## src/rtl/uart_mult_byte_tx.sv

```systemverilog
// uart_mult_byte_tx: serialises a 0x55 / payload / CRC-8 / 0xAA frame on a UART line.
module uart_mult_byte_tx #(
    parameter int CLK_FREQ = 50_000_000,
    parameter int UART_BPS = 115200,
    parameter int DATA_NUM = 14,
    parameter int GAP_BITS = 0
) (
    input  logic                      sys_clk,
    input  logic                      sys_rst_n,
    input  logic                      tx_start,
    input  logic [8*(DATA_NUM-3)-1:0] tx_payload,
    output logic                      uart_txd,
    output logic                      tx_busy,
    output logic                      tx_done,
    output logic [7:0]                tx_byte_idx
);
    localparam int PW = 8*(DATA_NUM-3);
    localparam logic [15:0] BPS_M1 = 16'(CLK_FREQ/UART_BPS - 1);
    localparam logic [15:0] GAP_M1 = 16'(GAP_BITS - 1);
    localparam logic [7:0] LAST = 8'(DATA_NUM-1);
    localparam logic [7:0] CRC_IDX = 8'(DATA_NUM-2);

    typedef enum logic [2:0] {S_IDLE, S_START, S_DATA, S_STOP, S_GAP, S_LOAD, S_DONE} state_t;

    state_t r_state, w_state;
    logic [15:0] r_cnt, w_cnt, r_bit, w_bit;
    logic [7:0] r_shift, w_shift, r_idx, w_idx, r_crc, w_crc;
    logic [PW-1:0] r_payload, w_payload;
    logic r_txd, w_txd, r_busy, w_busy, r_done, w_done;
    logic w_tick;
    logic [7:0] w_next_idx, w_next_byte;

    function automatic logic [7:0] crc8(input logic [7:0] c, input logic [7:0] d);
        logic [7:0] x;
        x = c ^ d;
        for (int i = 0; i < 8; i++) x = x[7] ? ((x << 1) ^ 8'h07) : (x << 1);
        return x;
    endfunction

    assign w_tick = (r_cnt == BPS_M1);
    assign w_next_idx = r_idx + 8'd1;
    // payload byte k sits at bits 8*(k-1); the byte after r_idx is therefore at 8*r_idx
    assign w_next_byte = (w_next_idx == LAST) ? 8'hAA :
                         (w_next_idx == CRC_IDX) ? r_crc : 8'(r_payload >> {r_idx, 3'b000});

    always_comb begin
        w_state = r_state;
        w_cnt = w_tick ? 16'd0 : r_cnt + 16'd1;
        w_bit = r_bit;
        w_shift = r_shift;
        w_idx = r_idx;
        w_crc = r_crc;
        w_payload = r_payload;
        w_txd = r_txd;
        w_busy = r_busy;
        w_done = 1'b0;
        case (r_state)
            S_IDLE: begin
                w_cnt = 16'd0;
                if (tx_start) begin
                    w_state = S_START;
                    w_payload = tx_payload;
                    w_crc = 8'h00;
                    w_shift = 8'h55;
                    w_idx = 8'd0;
                    w_txd = 1'b0;
                    w_busy = 1'b1;
                end
            end
            S_START: if (w_tick) begin
                w_state = S_DATA;
                w_bit = 16'd0;
                w_txd = r_shift[0];
            end
            S_DATA: if (w_tick) begin
                if (r_bit == 16'd7) begin
                    w_state = S_STOP;
                    w_txd = 1'b1;
                end else begin
                    w_bit = r_bit + 16'd1;
                    w_shift = r_shift >> 1;
                    w_txd = r_shift[1];
                end
            end
            S_STOP: if (w_tick) begin
                w_bit = 16'd0;
                if (r_idx == LAST) begin
                    w_state = S_DONE;
                    w_busy = 1'b0;
                    w_done = 1'b1;
                end else begin
                    w_state = (GAP_BITS > 0) ? S_GAP : S_LOAD;
                end
            end
            S_GAP: if (w_tick) begin
                w_bit = r_bit + 16'd1;
                w_state = (r_bit == GAP_M1) ? S_LOAD : S_GAP;
            end
            S_LOAD: begin
                w_cnt = 16'd0;
                w_state = S_START;
                w_idx = w_next_idx;
                w_shift = w_next_byte;
                w_crc = (w_next_idx < CRC_IDX) ? crc8(r_crc, w_next_byte) : r_crc;
                w_txd = 1'b0;
            end
            S_DONE: begin
                w_cnt = 16'd0;
                w_state = S_IDLE;
            end
            default: w_state = S_IDLE;
        endcase
    end

    always_ff @(posedge sys_clk) begin
        if (sys_rst_n) begin
            r_state <= S_IDLE;
            r_cnt <= 16'd0;
            r_bit <= 16'd0;
            r_shift <= 8'h00;
            r_idx <= 8'd0;
            r_crc <= 8'h00;
            r_payload <= '0;
            r_txd <= 1'b1;
            r_busy <= 1'b0;
            r_done <= 1'b0;
        end else begin
            r_state <= w_state;
            r_cnt <= w_cnt;
            r_bit <= w_bit;
            r_shift <= w_shift;
            r_idx <= w_idx;
            r_crc <= w_crc;
            r_payload <= w_payload;
            r_txd <= w_txd;
            r_busy <= w_busy;
            r_done <= w_done;
        end
    end

    assign uart_txd = r_txd;
    assign tx_busy = r_busy;
    assign tx_done = r_done;
    assign tx_byte_idx = r_idx;
endmodule

```

## config.mk

```make
export PLATFORM = sky130hd
export DESIGN_NAME = uart_mult_byte_tx
export DESIGN_NICKNAME = d
export VERILOG_FILES = /design/src/rtl/uart_mult_byte_tx.sv
export SDC_FILE = /design/constraint.sdc
export NUM_CORES = 1
export LEC_CHECK = 0
export CORE_ASPECT_RATIO = 2
export CORE_MARGIN = 4
export CORE_UTILIZATION = 57
export CTS_BUF_LIST = sky130_fd_sc_hd__clkbuf_8
export CTS_CLUSTER_SIZE = 10
export DETAILED_ROUTE_END_ITERATION = 7
export GPL_ROUTABILITY_DRIVEN = 0
export GPL_TIMING_DRIVEN = 0
export PLACE_DENSITY = 0.83
export RECOVER_POWER = 50
export SKIP_CTS_REPAIR_TIMING = 1
export SYNTH_ARGS = -nofsm -noshare
export SYNTH_HDL_FRONTEND = slang
export SYNTH_SLANG_ARGS = --single-unit
```

## constraint.sdc

```tcl
create_clock -name sys_clk -period 4.6 [get_ports sys_clk]
set_input_delay 0.92 -clock sys_clk [delete_from_list [all_inputs] [get_ports sys_clk]]
set_output_delay 0.92 -clock sys_clk [all_outputs]
set_load 0.05 [all_outputs]
```

* Word-level counts from Yosys, hierarchy flattened
Cells that the tools add are included.
** Word-level totals
- Register bits :: 150
- Bits in latches :: 0
- Memory bits (writable) :: 0
- Bits in read-only memories :: 0
- Input port bits :: 91
- Output and inout bits :: 11
- Memories :: 0
** Cells by class
- $add $sub $neg :: 3
- $mul :: 0
- Div/mod/pow operators :: 0
- $lt $le $gt $ge :: 1
- Equal/unequal tests :: 22
- Shift-type cells :: 1
- Muxes and demuxes :: 42
- Bitwise gates (word level) :: 11
- Reduce and logical (&&, ||, !) cells :: 17
** Operators with widths (count)
- $shr 88x11->8 :: 1
- $mux 16 :: 4
- $mux 8 :: 7
- $pmux 16 s3 :: 1
- $mux 3 :: 14
- $add 16x1->16 const B :: 2
- $pmux 8 s2 :: 2
- $eq 8x4->1 const B :: 3
- $not 3->3 :: 8
- $pmux 8 s3 :: 1
- $ne 2x2->1 const B :: 9
- $pmux 3 s6 :: 1
- $eq 16x16->1 const B :: 1
- $eq 16x3->1 const B :: 1
- $eq 16x9->1 const B :: 1
- $reduce_and 4->1 :: 3
- $eq 3x3->1 const B :: 3
- $mux 1 :: 9
- $add 8x1->8 const B :: 1
- $lt 8x4->1 const B :: 1
- $xor 8x8->8 :: 1
- $eq 3x2->1 const B :: 2
- $reduce_and 6->1 :: 1
- $reduce_bool 3->1 :: 2
- 15 further kinds :: 18

* Logic depth before layout (Yosys ltp)
Gate-level depths: netlist of the first run.
- Depth in word-level cells :: 23
- Depth in mapped cells :: 15

* Worst setup path after synthesis of the first run
Ideal clock, no wire load.
- Path type :: register to register
- From :: reg r_idx[0], in the netlist tx_byte_idx[0]
- To :: reg r_crc[5]
- Setup time :: 0.122 ns
- Arrival :: 3.554 ns
- Data required time :: 4.478 ns
- Setup slack :: 0.925 ns
- Cell stages (with the launch flop) :: 16
- Period minus slack after synthesis :: 3.675 ns
- Cell sequence :: dfxtp_1 > buf_2 > buf_4 > buf_2 > buf_2 > inv_1 > ha_1 > inv_1 > buf_2 > nand2_1 > a2111oi_2 > a31oi_4 > xnor2_2 > xnor2_2 > nor3_1 > a221o_1
** Between the ends
- Word-level cells in the longest chain between the ends :: 12
** RTL lines
- start: declaration :: RTL line 27 : logic [7:0] r_shift, w_shift, r_idx, w_idx, r_crc, w_crc;
- start signal: assignment :: RTL line 132 : r_idx <= w_idx;
- $add 8x1->8 :: RTL line 41 : assign w_next_idx = r_idx + 8'd1;
- $eq 8x4->1 :: RTL line 44 : (w_next_idx == CRC_IDX) ? r_crc : 8'(r_payload >> {r_idx, 3'b000});
- $mux 8 :: RTL line 44
- $mux 8 :: RTL line 43 : assign w_next_byte = (w_next_idx == LAST) ? 8'hAA :
- $xor 8x8->8 :: RTL line 35 : x = c ^ d;
- $mux 3 :: RTL line 36 : for (int i = 0; i < 8; i++) x = x[7] ? ((x << 1) ^ 8'h07) : (x << 1);
- $not 3->3 (no line)
- $mux 3 :: RTL line 36
- $not 3->3 (no line)
- $mux 3 :: RTL line 36
- $mux 8 :: RTL line 104 : w_crc = (w_next_idx < CRC_IDX) ? crc8(r_crc, w_next_byte) : r_crc;
- $pmux 8 s2 :: RTL line 57 : case (r_state)
- end signal: assignment :: RTL line 133 : r_crc <= w_crc;
- end: declaration :: RTL line 27
Several ways; a longest one is shown, not always the timed one. The select of a mux whose other input is x is not followed.
A chain may end at the register's enable or synchronous reset.

* Worst setup path after layout of the first run
Same ends and word-level chain as after synthesis.

==> impl_metrics.xml, run 1 <==
<?xml version="1.0" encoding="UTF-8"?>
<metrics>
  <group name="outcome">
    <metric name="outcome" unit="">finished clean</metric>
  </group>
  <group name="global_routing">
    <metric name="number_of_global_route_vias_before_repair" unit="">7000</metric>
    <metric name="antenna_violations_before_repair" unit="">0</metric>
    <metric name="grt_start_max_net_pins" unit="">17</metric>
    <metric name="first_pass_grt_wire_length" unit="um">33800</metric>
    <metric name="grt_overflow_total" unit="">0</metric>
    <metric name="globalRouteTotalUtil" unit="%">29.4</metric>
  </group>
  <group name="die">
    <metric name="chipHeight" unit="um">169</metric>
    <metric name="floorplan.io_pins" unit="">102</metric>
    <metric name="die-area" unit="mm^2">0.0149</metric>
    <metric name="core_region_area" unit="mm^2">0.0126</metric>
    <metric name="die-width" unit="um">88.4</metric>
    <metric name="initial_utilization" unit="%">58.4</metric>
    <metric name="std_cell_rows" unit="">58</metric>
  </group>
  <group name="clock_network">
    <metric name="clk-insertion-delay-late" unit="ps">470</metric>
    <metric name="worst_setup_hold_path_clk_slew" unit="ps">90</metric>
    <metric name="clock-sinks" unit="">150</metric>
    <metric name="numCtsBuffers" unit="">17</metric>
    <metric name="tritoncts" unit="">built</metric>
    <metric name="clock_tree.buffer_depth" unit="">2</metric>
    <metric name="cts_root_buf" unit="">sky130_fd_sc_hd__clkbuf_8</metric>
    <metric name="number_of_h_tree_levels" unit="">4</metric>
  </group>
  <group name="final_layout">
    <metric name="count_of_inserted_antenna_diode_cells" unit="">0</metric>
    <metric name="share_of_final_layout_standard_cells_stronger_than_drive_strength_1" unit="%">8.82</metric>
    <metric name="synth_to_final_area_change" unit="%">22.0</metric>
    <metric name="finish.net_count" unit="">1117</metric>
    <metric name="final_cell_mix" unit="">sky130_fd_sc_hd__nand2_1, sky130_fd_sc_hd__dfxtp_1, sky130_fd_sc_hd__a21oi_1</metric>
    <metric name="final_common_cell" unit="">sky130_fd_sc_hd__nand2_1</metric>
  </group>
  <group name="drt">
    <metric name="wirelength" unit="um">21800</metric>
    <metric name="routedLengthMet1" unit="um">7410</metric>
    <metric name="drt-pass1-iter-count" unit="">8</metric>
    <metric name="wl_met2" unit="um">11900</metric>
    <metric name="detail_route.drc_violations" unit="">0</metric>
    <metric name="top_layer" unit="">met4</metric>
    <metric name="post_drt_via_cell_ratio" unit="">6.07</metric>
    <metric name="routed-wl-met3" unit="um">1030</metric>
    <metric name="detail_route.wl_per_cell" unit="um">18.5</metric>
    <metric name="dr_total_vias" unit="">7169</metric>
    <metric name="first_iteration_detailed_routing_drc_count" unit="">535</metric>
    <metric name="postRouteAntennaNets" unit="">0</metric>
  </group>
  <group name="yosys">
    <metric name="post_synth_inst_count" unit="">899</metric>
    <metric name="count_of_flip_flops_with_a_built_in_enable_after_synthesis" unit="">0</metric>
    <metric name="synthesis.area_per_instance" unit="um^2">8.20</metric>
    <metric name="synth_flop_cell" unit="">sky130_fd_sc_hd__dfxtp_1</metric>
    <metric name="async_flop_share" unit="%">0</metric>
    <metric name="synth_warnings" unit="">0</metric>
    <metric name="synthesis.nets" unit="">997</metric>
    <metric name="ys_seq_elements" unit="">150</metric>
    <metric name="synth_cell_types" unit="">77</metric>
    <metric name="area_of_the_mapped_netlist" unit="mm^2">0.00737</metric>
    <metric name="synth_seq_area_share" unit="%">40.7</metric>
  </group>
  <group name="critical_path">
    <metric name="crit_path_required_time" unit="ps">4940</metric>
    <metric name="reg2reg_depth" unit="">15</metric>
    <metric name="critPathKind" unit="">reg -&gt; reg</metric>
    <metric name="timing.critical_path.arrival" unit="ps">4500</metric>
    <metric name="crit_path_max_fanout" unit="">10</metric>
    <metric name="worst_setup_path_end_kind" unit="">register</metric>
    <metric name="startpoint_type" unit="">register</metric>
  </group>
  <group name="timing">
    <metric name="layout_setup_ws" unit="ps">445</metric>
    <metric name="clock_skew" unit="ps">14.4</metric>
    <metric name="relSlewSlack" unit="%">52.6</metric>
    <metric name="hold_violations" unit="">0</metric>
    <metric name="final.period_utilization" unit="%">90.3</metric>
    <metric name="worst_pin_slew" unit="ps">711</metric>
    <metric name="rsz_0062_raised_after_global_routing" unit="">no</metric>
    <metric name="setup_viol" unit="">0</metric>
    <metric name="timing.final.max_slew_violations" unit="">0</metric>
    <metric name="fin_setup_tns" unit="ps">0</metric>
    <metric name="clock.fmax" unit="MHz">241</metric>
    <metric name="final.min_clock_period" unit="ps">4150</metric>
    <metric name="hold_slack" unit="ps">457</metric>
  </group>
  <group name="power">
    <metric name="leakage" unit="nW">3.26</metric>
    <metric name="power.ir.vdd_worst" unit="V">0.000254</metric>
    <metric name="power_per_cell_area" unit="mW/mm^2">315</metric>
  </group>
  <group name="place">
    <metric name="place_hpwl" unit="um">16500</metric>
    <metric name="pre_cts_slack" unit="ps">351</metric>
    <metric name="port_buffers" unit="">101</metric>
  </group>
  <group name="job">
    <metric name="max_capacitance_violation_total" unit="">0</metric>
  </group>
  <group name="worst_hold_path">
    <metric name="timing.hold.worst.class" unit="">reg -&gt; reg</metric>
    <metric name="min_delay_path_depth" unit="">2</metric>
  </group>
</metrics>
per-layer routing:
metal / up-vias / track usage [%]
met1: 3382 / 27.9
li1: 3364 / -
met5: - / 0
met4: 0 / 19.6
met3: 120 / 5.02
met2: 303 / 54.6
synthesized netlist by cell type (9+ instances only):
master	number	share of area, %
sky130_fd_sc_hd__nand2_1	211	11
sky130_fd_sc_hd__dfxtp_1	150	41
sky130_fd_sc_hd__a21oi_1	122	8.3
sky130_fd_sc_hd__nor2_1	74	3.8
sky130_fd_sc_hd__clkbuf_1	45	2.3
sky130_fd_sc_hd__inv_1	20	1.0
sky130_fd_sc_hd__xor2_1	19	2.3
sky130_fd_sc_hd__nand3_1	17	1.2
sky130_fd_sc_hd__mux4_2	16	4.9
sky130_fd_sc_hd__o21ai_0	15	1.0
sky130_fd_sc_hd__xnor2_1	15	1.8
sky130_fd_sc_hd__mux2i_1	14	1.9
sky130_fd_sc_hd__nand4_1	14	1.2
sky130_fd_sc_hd__nor3_1	14	0.95
sky130_fd_sc_hd__buf_2	12	0.81
sky130_fd_sc_hd__and3_1	9	0.76
where the power goes:
part,total [W],internal (W),leakage (nW),switching [W]
clock network,0.00107,0.000504,0.201,0.000568
registers,0.00139,0.00136,1.22,0.0000325
logic,0.000367,0.000167,1.84,0.000200
total,0.00283,0.00203,3.26,0.000801
sequential cells by signal, indices dropped and copies added, names as in the netlist:
signal       count
tx_done          1
uart_txd         1
tx_busy          1
r_payload       88
r_shift          8
r_crc            8
tx_byte_idx      8
r_bit           16
r_cnt           16
r_state          3
cell type report:
type	instances	area [um^2]
Buffer	63	284
Timing Repair Buffer	101	1010
Inverter	21	78.8
Clock inverter	15	180
Tap cell	150	188
Multi-Input combinational cell	665	4020
Sequential cell	150	3000
Clock buffer	17	234
Fill cell	1030	3630
final timing paths:
check / start / endpoint / slack (ps)
min reg2reg: r_payload[10] / r_payload[10] / 460
max: tx_byte_idx[0] / r_crc[5] / 450
max reg2reg: tx_byte_idx[0] / r_crc[5] / 450
min: r_payload[10] / r_payload[10] / 460
kinds of logic after synthesis:
group | after synthesis | share of synthesized area (%)
compound gates | 201 | 17.0
xor+xnor | 39 | 5.24
fa+ha+maj | 7 | 1.19
buf+inv | 84 | 4.94
flops | 150 | 40.7
mux | 34 | 7.59
simple gates | 384 | 23.3
critical path, cell delays in order, from the launching register on:
cell	delay, ps
sky130_fd_sc_hd__dfxtp_1	480
sky130_fd_sc_hd__buf_2	350
sky130_fd_sc_hd__buf_4	300
sky130_fd_sc_hd__buf_2	350
sky130_fd_sc_hd__buf_2	290
sky130_fd_sc_hd__inv_1	70
sky130_fd_sc_hd__ha_1	300
sky130_fd_sc_hd__inv_1	100
sky130_fd_sc_hd__buf_2	250
sky130_fd_sc_hd__nand2_1	140
sky130_fd_sc_hd__a2111oi_4	570
sky130_fd_sc_hd__a31oi_4	70
sky130_fd_sc_hd__xnor2_2	170
sky130_fd_sc_hd__xnor2_2	230
sky130_fd_sc_hd__nor3_1	90
sky130_fd_sc_hd__a221o_1	270
stage by stage:
stage | total power (W) | utilization [%] | instance area, um^2 | cells
final | 0.00283 | 71.2 | 9000 | 1182
after global routing | 0.00292 | 71.2 | 9000 | 1182
after CTS | 0.00283 | 71.2 | 8980 | 1182
after detailed placement | 0.00178 | 67.9 | 8570 | 1150
after global placement | 0.00177 | 67.9 | 8570 | 1150
after floorplan | 0.00162 | - | 7370 | 899
Note: power is estimated with default switching activity, not from simulation.
==> run 2, diff against run 1 <==
--- a/config.mk
+++ b/config.mk
@@ -9,12 +9,12 @@
 export CORE_MARGIN = 4
 export CORE_UTILIZATION = 57
 export CTS_BUF_LIST = sky130_fd_sc_hd__clkbuf_8
-export CTS_CLUSTER_SIZE = 10
 export DETAILED_ROUTE_END_ITERATION = 7
 export GPL_ROUTABILITY_DRIVEN = 0
 export GPL_TIMING_DRIVEN = 0
 export PLACE_DENSITY = 0.83
 export RECOVER_POWER = 50
+export SETUP_SLACK_MARGIN = 0.02
 export SKIP_CTS_REPAIR_TIMING = 1
 export SYNTH_ARGS = -nofsm -noshare
 export SYNTH_HDL_FRONTEND = slang
==> results of run 2 <==
Final layout, timing and power as in run 1 (identical DEF).
